--- src/rtl/comparator_pkg.sv ---
// Shared encodings for the serial magnitude comparator: FSM states and {g,l} result codes.
package comparator_pkg;

  typedef enum logic [1:0] {
    ST_IDLE = 2'd0,
    ST_RUN  = 2'd1,
    ST_DONE = 2'd2
  } state_t;

  // Result codes packed as {g,l}
  localparam logic [1:0] CMP_EQ = 2'b00;
  localparam logic [1:0] CMP_GT = 2'b10;
  localparam logic [1:0] CMP_LT = 2'b01;

endpackage

--- src/rtl/comparator_slice.sv ---
// Two-bit unsigned magnitude compare slice built from gate primitives.
// g = (a > b), l = (a < b); both low when the pairs are equal.
module comparator_slice (
  input  logic [1:0] a,
  input  logic [1:0] b,
  output logic       g,
  output logic       l
);

  logic na1, na0, nb1, nb0;
  logic eq1;
  logic g_hi, g_lo, l_hi, l_lo;

  not u_na1 (na1, a[1]);
  not u_na0 (na0, a[0]);
  not u_nb1 (nb1, b[1]);
  not u_nb0 (nb0, b[0]);

  // The low bit only matters when the high bits agree
  xnor u_eq1 (eq1, a[1], b[1]);

  and u_ghi (g_hi, a[1], nb1);
  and u_glo (g_lo, eq1, a[0], nb0);
  or  u_g   (g, g_hi, g_lo);

  and u_lhi (l_hi, na1, b[1]);
  and u_llo (l_lo, eq1, na0, b[0]);
  or  u_l   (l, l_hi, l_lo);

endmodule

--- src/rtl/serial_comparator_ctrl.sv ---
// Serial WIDTH-bit unsigned magnitude comparator: one shared 2-bit slice walks the
// operands MSB pair first, one pair per cycle, and reports {g,l} with a done pulse.
// Optional build macro: SERIAL_CMP_EARLY_EXIT_EN -- leave RUN on the first deciding
// slice instead of always running all WIDTH/2 slices. Results are identical either way.
//
// Handshake: a request is accepted on a rising clk edge where start & ready are both
// high; ready is high only in IDLE, so start is ignored (not queued) while busy.
// done is high for exactly one cycle; g/l are registered and hold until the next result.
module serial_comparator_ctrl
  import comparator_pkg::*;
#(
  parameter int WIDTH = 8
) (
  input  logic             clk,
  input  logic             rst,
  input  logic             start,
  input  logic [WIDTH-1:0] a,
  input  logic [WIDTH-1:0] b,
  output logic             ready,
  output logic             done,
  output logic             g,
  output logic             l
);

  localparam int NS    = WIDTH / 2;
  localparam int CNT_W = (NS > 1) ? $clog2(NS) : 1;

  state_t             state, state_nxt;
  logic [WIDTH-1:0]   sa, sb;
  logic [CNT_W-1:0]   cnt;
  logic [1:0]         sticky;
  logic               slice_g, slice_l;
  logic               decided;
  logic               last;
  logic [1:0]         res_now;
  logic               load, step, finish;

  comparator_slice u_slice (
    .a (sa[WIDTH-1:WIDTH-2]),
    .b (sb[WIDTH-1:WIDTH-2]),
    .g (slice_g),
    .l (slice_l)
  );

  assign decided = slice_g | slice_l;

  // The first deciding slice wins; later slices can never override it
  assign res_now = (sticky != CMP_EQ) ? sticky : {slice_g, slice_l};

`ifdef SERIAL_CMP_EARLY_EXIT_EN
  assign last = (cnt == '0) || decided;
`else
  assign last = (cnt == '0);
`endif

  // State register
  always_ff @(posedge clk or posedge rst) begin
    if (rst) state <= ST_IDLE;
    else     state <= state_nxt;
  end

  // Next-state decode and control strobes
  always_comb begin
    state_nxt = state;
    ready     = 1'b0;
    done      = 1'b0;
    load      = 1'b0;
    step      = 1'b0;
    finish    = 1'b0;
    case (state)
      ST_IDLE: begin
        ready = 1'b1;
        if (start) begin
          load      = 1'b1;
          state_nxt = ST_RUN;
        end
      end
      ST_RUN: begin
        if (last) begin
          finish    = 1'b1;
          state_nxt = ST_DONE;
        end else begin
          step = 1'b1;
        end
      end
      ST_DONE: begin
        done      = 1'b1;
        state_nxt = ST_IDLE;
      end
      default: state_nxt = ST_IDLE;
    endcase
  end

  // Operand shift registers, slice counter, sticky result and result flags
  always_ff @(posedge clk or posedge rst) begin
    if (rst) begin
      sa     <= '0;
      sb     <= '0;
      cnt    <= '0;
      sticky <= CMP_EQ;
      g      <= 1'b0;
      l      <= 1'b0;
    end else begin
      if (load) begin
        sa     <= a;
        sb     <= b;
        cnt    <= CNT_W'(NS - 1);
        sticky <= CMP_EQ;
      end
      if (step) begin
        sa  <= sa << 2;
        sb  <= sb << 2;
        cnt <= cnt - CNT_W'(1);
        if (sticky == CMP_EQ) sticky <= {slice_g, slice_l};
      end
      if (finish) begin
        g <= res_now[1];
        l <= res_now[0];
      end
    end
  end

endmodule

--- config.mk ---
export PLATFORM = sky130hd
export DESIGN_NAME = serial_comparator_ctrl
export DESIGN_NICKNAME = d
export VERILOG_FILES = /design/src/rtl/comparator_pkg.sv /design/src/rtl/comparator_slice.sv /design/src/rtl/serial_comparator_ctrl.sv
export SDC_FILE = /design/constraint.sdc
export NUM_CORES = 1
export LEC_CHECK = 0
export BUFFER_PORTS_ARGS = -buffer_cell sky130_fd_sc_hd__buf_2
export CAP_MARGIN = 20
export CORE_ASPECT_RATIO = 0.9
export CORE_UTILIZATION = 50
export CTS_CLUSTER_SIZE = 20
export DETAILED_ROUTE_END_ITERATION = 8
export MAX_ROUTING_LAYER = met4
export PLACE_DENSITY = 0.74
export SLEW_MARGIN = 20
export SYNTH_ARGS = -nofsm -noshare
export SYNTH_HDL_FRONTEND = slang
export SYNTH_SLANG_ARGS = --single-unit
--- constraint.sdc ---
create_clock -name clk -period 1.7 [get_ports clk]
set_input_delay 0.255 -clock clk [delete_from_list [all_inputs] [get_ports clk]]
set_output_delay 0.255 -clock clk [all_outputs]
set_load 0.05 [all_outputs]
==> impl_metrics.env, run 1 <==
export IMPL_syn_area_um2=1070
export IMPL_switching_share_pct=40.4
export IMPL_postCtsSetupBuffers=0
export IMPL_cts_made_buffers=3
export IMPL_grt_pass1_wl_mm=3.11
export IMPL_clock_sinks=24
export IMPL_stdcell_area_um2=1260
export IMPL_vias=802
export IMPL_areaGrowthSynthToFinish_pct=18.7
export IMPL_rsz0062_at_grt="no"
export IMPL_postLayoutCoreUtil_pct=64.8
export IMPL_clk_path_buf_depth=2
export IMPL_path_max_fanout=5
export IMPL_grt_overflow=0
export IMPL_rows=15
export IMPL_arrival_ps=1240
export IMPL_clk_latency_ps=320
export IMPL_hold_class="in2reg"
export IMPL_clkTransAtPathRegs_ps=130
export IMPL_synth_top_area_share_pct=56.3
export IMPL_initial_core_util_pct=54.6
export IMPL_io_pins=23
export IMPL_finalNetCount=148
export IMPL_power_switching_mw=1.01
export IMPL_syn_instance_count=99
export IMPL_track_usage_pct=19.5
export IMPL_synthesis_area_per_instance_um2=10.8
export IMPL_finalSetupViolations=0
export IMPL_antenna_found_initial=0
export IMPL_cap_violations=0
export IMPL_combPwrFrac_pct=44.0
export IMPL_synth_seq_cells=24
export IMPL_root_buffer="clkbuf_4"
export IMPL_ys_seq_area_share_pct=56.3
export IMPL_viasPerCell=5.35
export IMPL_ys_types=24
export IMPL_worstSetupPathType="reg2out"
export IMPL_startpoint_type="flop"
export IMPL_htreeDepth=1
export IMPL_dieArea_um2=2320
export IMPL_crit_family="flip-flops"
export IMPL_ys_warn_count=0
export IMPL_internal_power_mw=1.48
export IMPL_synth_fp_nets=121
export IMPL_synthTopCellsByArea="dfrtp_1 56%, a22oi_1 9.2%, inv_1 6.0%, o21ai_1 4.2%, ha_1 3.5%"
export IMPL_place_congestion=0.777
export IMPL_clock_power_share_pct=16.5
export IMPL_drive_above_1_share_pct=27.2
export IMPL_critPathCaptureType="output port"
export IMPL_p_leak_nw=0.635
export IMPL_critPathSlowestCell="dfrtp_1"
export IMPL_cp_depth=2
export IMPL_antenna_cells=0
export IMPL_path_cells="nor2b_1, buf_2"
export IMPL_ant_nets=0
export IMPL_pre_cts_ws_ps=313
export IMPL_grt_max_degree=25
export IMPL_fin_crit_sh_pct=87.9
export IMPL_fill_cells=162
export IMPL_fp_dieH_um=45.8
export IMPL_die_w_um=50.7
export IMPL_drt_first_pass_iters=4
export IMPL_vdd_drop_max_uv=1050
export IMPL_fmax_mhz=669
export IMPL_synth_largest_area_cell="dfrtp_1"
export IMPL_drc_errors=0
export IMPL_avgRoutedWirePerCell_um=12.8
export IMPL_seqPwrFrac_pct=39.5
export IMPL_coreArea_um2=1950
export IMPL_dpl_hpwl_mm=1.37
export IMPL_tritoncts="yes"
export IMPL_hold_slack_ps=145
export IMPL_status="finished clean"
export IMPL_hold_violations=0
export IMPL_maxSlewHeadroom_pct=80.1
export IMPL_cpPeakStageDelay_ps=480
export IMPL_routed_wl_mm=1.92
export IMPL_tns_ps=0
export IMPL_drv_slew=0
export IMPL_cp_buffers_inverters=1
export IMPL_placed_area_um2=1200
export IMPL_setup_ws_ps=205
export IMPL_required_ps=1440
export IMPL_grt_pass1_vias=692
export IMPL_power_density_nw_per_um2=1970
export IMPL_whs_path_depth=2
export IMPL_period_minus_slack_ps=1490
export IMPL_numPortBuffers=22
export IMPL_worstMarginPinSlew_ps=299
export IMPL_reg2reg_depth=6
export IMPL_fin_skew_ps=9.90
export IMPL_first_iter_violations=12
==> final cells by class <==
cell class              count  area (um^2)  share of cell area, %
flip-flops and latches     24          601                   47.5
multi-input cells          52          363                   28.7
repair buffers             27          150                   11.9
inverters                  18         67.6                   5.34
well taps                  25         31.3                   2.47
clock inverters             1         30.0                   2.37
clock buffers               3         22.5                   1.78
==> metrics by stage <==
| step | cells | total power, mW |
|---|---|---|
| floorplan | 99 | 1.87 |
| global placement | 145 | 2.06 |
| detailed placement | 145 | 2.09 |
| CTS | 150 | 2.51 |
| global route | 150 | 2.69 |
| finish | 150 | 2.49 |
==> power by group through the flow <==
stage / clock network, mW / logic, mW / registers, mW
floorplan: 0 / 0.826 / 1.05
global placement: 0 / 1.07 / 0.987
detailed placement: 0 / 1.10 / 0.994
CTS: 0.422 / 1.10 / 0.984
global route: 0.439 / 1.23 / 1.02
finish: 0.410 / 1.10 / 0.983
==> what timing repair did <==
action,4_1_cts,5_1_grt
endpoints found under the hold margin,24,0
hold buffers,1,0
gates resized for setup,0,0
==> final timing paths <==
kind / from / to / slack [ps]
setup / recovery: state[1]$_DFFE_PP0P_ / done / 210
hold / removal: a[1] / sa[1]$_DFFE_PP0P_ / 140
setup reg to reg: cnt[0]$_DFFE_PP0P_ / sb[6]$_DFFE_PP0P_ / 280
hold reg to reg: cnt[0]$_DFFE_PP0P_ / cnt[0]$_DFFE_PP0P_ / 490
max in group asynchronous: rst / sa[7]$_DFFE_PP0P_ / 960
min in group asynchronous: rst / sb[4]$_DFFE_PP0P_ / 500
==> cell families after synthesis <==
logic type | synth area share, %
compound gates | 22.2
fa+ha+maj | 3.52
buf+inv | 9.62
flops | 56.3
simple gates | 8.33
==> synth_stat cells <==
| cell | number |
|---|---|
| clkbuf_1 | 1 |
| nor3_1 | 1 |
| a31oi_1 | 2 |
| a21oi_1 | 1 |
| ha_1 | 3 |
| inv_2 | 1 |
| o21ai_1 | 9 |
| o22ai_1 | 2 |
| o21ai_0 | 4 |
| buf_6 | 1 |
| nor3b_4 | 1 |
| a22o_1 | 4 |
| nor2b_1 | 1 |
| inv_1 | 17 |
| nand2_1 | 2 |
| a32oi_1 | 1 |
| a22oi_1 | 13 |
| buf_2 | 1 |
| nor2_2 | 1 |
| dfrtp_1 | 24 |
| nor2_1 | 4 |
| and3b_1 | 2 |
| buf_4 | 2 |
| nor3b_2 | 1 |
==> placed cells by master (no fill, tap or decap) <==
| cell | instances |
|---|---|
| nor2b_1 | 1 |
| a32oi_1 | 1 |
| buf_2 | 22 |
| a22o_1 | 4 |
| inv_1 | 17 |
| clkbuf_4 | 3 |
| a31oi_1 | 2 |
| dlygate4sd3_1 | 1 |
| dfrtp_1 | 24 |
| buf_4 | 4 |
| nor3b_4 | 1 |
| nor2_1 | 4 |
| o21ai_1 | 9 |
| a21oi_1 | 1 |
| o22ai_1 | 2 |
| and3b_1 | 2 |
| inv_2 | 1 |
| nor3_1 | 1 |
| nand2_1 | 2 |
| ha_1 | 3 |
| a22oi_1 | 13 |
| nor2_2 | 1 |
| bufinv_16 | 1 |
| nor3b_2 | 1 |
| o21ai_0 | 4 |
==> worst register-to-register path, delay by kind of cell, from the launching register on <==
family          cells  cell delay, ps
flops               1             390
compound gates      1             100
fa+ha+maj           1             230
simple gates        2             330
buf+inv             2             260
==> sequential cells by signal (all words and copies together) (netlist names) <==
name	cells
sa	8
g	1
sb	8
cnt	2
sticky	2
state	2
l	1
==> layer usage <==
layer / wire length, um / track usage [%] / up-vias / share of wire [%]
li1: - / - / 392 / -
met2: 909 / 30.1 / 20 / 47
met1: 906 / 24.5 / 387 / 47
met4: 14 / 5.00 / 0 / 0.73
met5: 0 / - / - / 0
met3: 86 / 7.00 / 3 / 4.5
No activity file was read; power rests on OpenSTA's default activity.
==> inputs of run 2 (changes only) <==
--- a/config.mk
+++ b/config.mk
@@ -5,6 +5,7 @@
 export SDC_FILE = /design/constraint.sdc
 export NUM_CORES = 1
 export LEC_CHECK = 0
+export ABC_AREA = 1
 export BUFFER_PORTS_ARGS = -buffer_cell sky130_fd_sc_hd__buf_2
 export CAP_MARGIN = 20
 export CORE_ASPECT_RATIO = 0.9
@@ -12,7 +13,7 @@
 export CTS_CLUSTER_SIZE = 20
 export DETAILED_ROUTE_END_ITERATION = 8
 export MAX_ROUTING_LAYER = met4
-export PLACE_DENSITY = 0.74
+export PLACE_DENSITY = 0.73
 export SLEW_MARGIN = 20
 export SYNTH_ARGS = -nofsm -noshare
 export SYNTH_HDL_FRONTEND = slang
==> impl_metrics.env, run 2 <==
export IMPL_worstSetupPathType="reg2out"
export IMPL_total_power_mw=2.58
export IMPL_syn_area_um2=1170
export IMPL_avgRoutedWirePerCell_um=10.8
export IMPL_root_buffer="clkbuf_4"
export IMPL_clock_sinks=24
export IMPL_fin_crit_sh_pct=89.2
export IMPL_ant_nets=0
export IMPL_dieArea_um2=2530
export IMPL_first_iter_violations=15
export IMPL_synth_largest_area_cell="dfrtp_1"
export IMPL_critPathCaptureType="output port"
export IMPL_drive_above_1_share_pct=20.6
export IMPL_drt_first_pass_iters=4
export IMPL_fill_cells=214
export IMPL_synth_edf_count=0
export IMPL_initial_core_util_pct=53.4
export IMPL_layout_commonest_cell="nand2_1"
export IMPL_multi_input_area_um2=450
export IMPL_synthesis_area_per_instance_um2=8.57
export IMPL_track_usage_pct=18.7
export IMPL_stdcell_area_um2=1340
export IMPL_r2r_slack_ps=290
export IMPL_htreeDepth=1
export IMPL_p_leak_nw=0.740
export IMPL_tritoncts="yes"
export IMPL_period_minus_slack_ps=1520
export IMPL_cts_made_buffers=3
export IMPL_drv_slew=0
export IMPL_required_ps=1440
export IMPL_rsz0062_at_grt="no"
export IMPL_status="finished clean"
export IMPL_antenna_cells=0
export IMPL_synth_fp_nets=158
export IMPL_synth_seq_cells=24
export IMPL_pre_cts_ws_ps=296
export IMPL_grt_max_degree=25
export IMPL_hold_class="in2reg"
export IMPL_dpl_hpwl_mm=1.43
export IMPL_synthTopCellsByCount="46 x nand2_1, 27 x nand3_1, 24 x dfrtp_1"
export IMPL_grt_pass1_vias=779
export IMPL_vdd_drop_max_uv=1030
export IMPL_power_density_nw_per_um2=1930
export IMPL_path_max_fanout=4
export IMPL_synth_flop_cell="dfrtp_1"
export IMPL_antenna_found_initial=0
export IMPL_largest_registers="sa x8, sb x8"
export IMPL_syn_instance_count=136
export IMPL_regArea_um2=601
export IMPL_ys_types=19
export IMPL_grt_overflow=0
export IMPL_viasPerCell=5.06
export IMPL_startpoint_type="flop"
export IMPL_numPortBuffers=22
export IMPL_arrival_ps=1260
export IMPL_synthTopCellsByArea="dfrtp_1 52%, nand2_1 15%, nand3_1 12%, inv_1 5.2%, ha_1 3.2%"
export IMPL_fin_skew_ps=10.5
export IMPL_io_pins=23
export IMPL_cts_resized=0
export IMPL_areaGrowthSynthToFinish_pct=14.7
export IMPL_clk_path_buf_depth=2
export IMPL_clkTransAtPathRegs_ps=140
export IMPL_clk_latency_ps=320
export IMPL_hold_violations=0
export IMPL_setup_ws_ps=183
export IMPL_routed_wl_mm=2.02
export IMPL_grt_pass1_wl_mm=3.24
export IMPL_rows=16
export IMPL_maxSlewHeadroom_pct=80.3
export IMPL_fp_dieH_um=47.8
export IMPL_synth_top_area_share_pct=51.5
export IMPL_finalNetCount=183
export IMPL_tns_ps=0
export IMPL_cap_violations=0
export IMPL_final_cell_mix="46 x nand2_1, 27 x nand3_1, 24 x dfrtp_1"
export IMPL_finalSetupViolations=0
export IMPL_vias=947
export IMPL_coreArea_um2=2180
export IMPL_drc_errors=0
export IMPL_placed_area_um2=1270
export IMPL_synth_most_common_cell="nand2_1"
export IMPL_async_reset_ff_share_pct=100
export IMPL_place_congestion=0.741
export IMPL_ys_seq_area_share_pct=51.5
export IMPL_worstMarginPinSlew_ps=296
export IMPL_fmax_mhz=659
export IMPL_die_w_um=52.9
export IMPL_postCtsSetupBuffers=0
export IMPL_ys_warn_count=0
[run 2: changes by cell type after synthesis, sizes merged, moves of 2 or more]
cell   delta
a22o      -4
a22oi    -13
a31oi     -2
and3b     -2
nand2    +46
nand3    +27
nor3b     -2
o21ai    -10
o22ai     -2
[run 2: cell type report]
class,count,area share (%)
tap,27,2.53
multi-input combinational,90,33.7
clock buffer,3,1.68
timing repair buffer,24,9.54
clock inverter,1,2.25
inverter,18,5.43
sequential,24,44.9
[run 2: logic make-up (layout without fill, tap and decap cells)]
logic type | Yosys count | in the layout | share of synthesized area, %
simple gates | 81 | 81 | 32.6
flops | 24 | 24 | 51.5
buf+inv | 22 | 46 | 9.87
compound gates | 6 | 6 | 2.79
fa+ha+maj | 3 | 3 | 3.22
[run 2: path summary, 6_finish.rpt]
kind | start | endpoint | cells after the start
hold / removal | b[0] | sb[0]$_DFFE_PP0P_ | 3
max in group asynchronous | rst | sticky[1]$_DFF_PP0_ | 4
setup / recovery | state[0]$_DFFE_PP0P_ | ready | 2
hold reg to reg | sb[1]$_DFFE_PP0P_ | sb[1]$_DFFE_PP0P_ | 2
setup reg to reg | cnt[0]$_DFFE_PP0P_ | cnt[1]$_DFFE_PP0P_ | 6
min in group asynchronous | rst | sb[3]$_DFFE_PP0P_ | 4
[run 2: critical path, cell delays in order, from the launching register on]
cell     delay [ps]
dfrtp_1         470
nor2_4          190
buf_2           290
[run 2: metal layers]
| layer | GRT usage (%) | vias up | routed length [um] |
|---|---|---|---|
| met3 | 3.81 | 4 | 56 |
| met2 | 30.1 | 15 | 990 |
| met4 | 7.89 | 0 | 27 |
| met1 | 23.2 | 451 | 946 |
| met5 | - | - | 0 |
| li1 | - | 477 | - |
[run 2: power by group]
| group | leakage (nW) | switching, mW | internal, mW |
|---|---|---|---|
| combinational | 0.415 | 0.772 | 0.389 |
| sequential | 0.298 | 0.167 | 0.841 |
| clock | 0.0279 | 0.174 | 0.238 |
| total | 0.740 | 1.11 | 1.47 |
[run 2: metrics by stage]
step           hold slack [ps]  util (%)  instances
2_1_floorplan              270         -        136
3_3_place_gp               307      58.4        182
3_5_place_dp               317      58.4        182
4_1_cts                    119      61.3        187
5_1_grt                    123      61.3        187
6_report                   121      61.3        187
[run 2: repair_timing]
action / 4_1_cts / 5_1_grt
hold endpoints to repair: 24 / 0
endpoints found under the setup margin: 0 / 0
hold buffers: 1 / 0
==> inputs of run 3 (changes only) <==
--- a/config.mk
+++ b/config.mk
@@ -8,12 +8,13 @@
 export ABC_AREA = 1
 export BUFFER_PORTS_ARGS = -buffer_cell sky130_fd_sc_hd__buf_2
 export CAP_MARGIN = 20
-export CORE_ASPECT_RATIO = 0.9
+export CORE_ASPECT_RATIO = 0.8
 export CORE_UTILIZATION = 50
 export CTS_CLUSTER_SIZE = 20
 export DETAILED_ROUTE_END_ITERATION = 8
 export MAX_ROUTING_LAYER = met4
 export PLACE_DENSITY = 0.73
+export RECOVER_POWER = 25
 export SLEW_MARGIN = 20
 export SYNTH_ARGS = -nofsm -noshare
 export SYNTH_HDL_FRONTEND = slang
==> impl_metrics.env, run 3 (synthesized netlist as in run 2, its figures left out) <==
export IMPL_initial_core_util_pct=53.6
export IMPL_p_leak_nw=0.733
export IMPL_hold_violations=0
export IMPL_clock_sinks=24
export IMPL_grt_overflow=0
export IMPL_postLayoutCoreUtil_pct=60.5
export IMPL_areaGrowthSynthToFinish_pct=12.9
export IMPL_io_pins=23
export IMPL_required_ps=1440
export IMPL_drive_above_1_share_pct=20.6
export IMPL_avgRoutedWirePerCell_um=11.1
export IMPL_grt_max_degree=25
export IMPL_layout_commonest_cell="nand2_1"
export IMPL_coreArea_um2=2180
export IMPL_drt_first_pass_iters=5
export IMPL_place_congestion=0.757
export IMPL_postCtsSetupBuffers=0
export IMPL_fp_dieH_um=45.2
export IMPL_path_cells="nor2_4, buf_2"
export IMPL_status="finished clean"
export IMPL_min_from="b[0]"
export IMPL_fin_skew_ps=10.1
export IMPL_viasPerCell=5.04
export IMPL_finalSetupViolations=0
export IMPL_fmax_mhz=656
export IMPL_tns_ps=0
export IMPL_final_cell_mix="46 x nand2_1, 27 x nand3_1, 24 x dfrtp_1"
export IMPL_total_power_mw=2.47
export IMPL_dieArea_um2=2530
export IMPL_crit_path_start="state[0]$_DFFE_PP0P_"
export IMPL_drv_slew=0
export IMPL_cpPeakStageDelay_ps=480
export IMPL_routed_wl_mm=2.06
export IMPL_whs_path_depth=3
export IMPL_root_buffer="clkbuf_4"
export IMPL_vias=932
export IMPL_fin_crit_sh_pct=89.7
export IMPL_cts_made_buffers=3
export IMPL_cap_violations=0
export IMPL_hold_class="in2reg"
export IMPL_clk_latency_ps=320
export IMPL_largest_registers="sa x8, sb x8"
export IMPL_htreeDepth=1
export IMPL_vdd_drop_max_uv=1070
export IMPL_dpl_hpwl_mm=1.45
export IMPL_antenna_found_initial=0
export IMPL_reg2reg_depth=6
export IMPL_path_max_fanout=4
export IMPL_drc_errors=0
export IMPL_grt_pass1_wl_mm=3.53
export IMPL_r2r_slack_ps=280
export IMPL_critPathSlowestCell="dfrtp_1"
export IMPL_antenna_cells=0
export IMPL_worstSetupPathType="reg2out"
export IMPL_r2r_start="cnt[0]$_DFFE_PP0P_"
export IMPL_period_minus_slack_ps=1520
export IMPL_rsz0062_at_grt="no"
export IMPL_power_density_nw_per_um2=1880
export IMPL_first_iter_violations=28
export IMPL_maxSlewHeadroom_pct=61.1
export IMPL_startpoint_type="flop"
export IMPL_arrival_ps=1270
export IMPL_ant_nets=0
export IMPL_critPathCaptureType="output port"
export IMPL_rows=15
export IMPL_r2r_end="cnt[1]$_DFFE_PP0P_"
export IMPL_grt_pass1_vias=858
export IMPL_hold_path_endpoint="sb[0]$_DFFE_PP0P_"
export IMPL_clkTransAtPathRegs_ps=120
export IMPL_clk_path_buf_depth=2
export IMPL_track_usage_pct=18.9
export IMPL_die_w_um=56.0
export IMPL_tritoncts="yes"
export IMPL_worstMarginPinSlew_ps=583
export IMPL_numPortBuffers=22
export IMPL_finalNetCount=183
run 3: where the power goes:
group,switching [mW],internal (mW)
Sequential,0.174,0.841
Clock,0.167,0.131
Combinational,0.772,0.389
Total,1.11,1.36
run 3: critical path, delay by kind of cell (launching register included):
kind / cells / cell delay, ps
simple gates: 1 / 190
flops: 1 / 480
buf+inv: 1 / 290
run 3: layout make-up:
| class | count | area [um^2] |
|---|---|---|
| Timing Repair Buffer | 24 | 125 |
| Fill cell | 195 | 861 |
| Clock buffer | 4 | 36.3 |
| Tap cell | 25 | 31.3 |
| Multi-Input combinational cell | 90 | 450 |
| Sequential cell | 24 | 601 |
| Inverter | 18 | 72.6 |
run 3: routing by layer:
layer / track usage (%) / vias up / part of all wire [%]
li1: - / 477 / -
met2: 31.2 / 26 / 48
met1: 22.7 / 426 / 47
met5: - / - / 0
met3: 6.30 / 3 / 4.9
met4: 5.37 / 0 / 0.39
run 3: repair_timing:
item / in CTS / in global routing
endpoints found under the setup margin: 0 / 0
resized for setup: 0 / 0
hold endpoints to repair: 24 / 0
hold buffers: 1 / 0
run 3: worst max-delay path by stage:
stage / end / slack [ps] / cells past startpoint
after floorplan: done / 320 / 2
after global placement: cnt[1]$_DFFE_PP0P_ / 360 / 6
after detailed placement: cnt[1]$_DFFE_PP0P_ / 310 / 6
after CTS: ready / 160 / 2
after global routing: ready / 100 / 2
final: ready / 180 / 2
run 3: metrics by stage:
| stage | area (um^2) | hold slack (ps) | instances | setup WS, ps |
|---|---|---|---|---|
| 2_1_floorplan | 1170 | 270 | 136 | 324 |
| 3_3_place_gp | 1270 | 313 | 180 | 360 |
| 3_5_place_dp | 1270 | 314 | 180 | 309 |
| 4_1_cts | 1320 | 120 | 185 | 157 |
| 5_1_grt | 1320 | 117 | 185 | 101 |
| 6_report | 1320 | 132 | 185 | 176 |
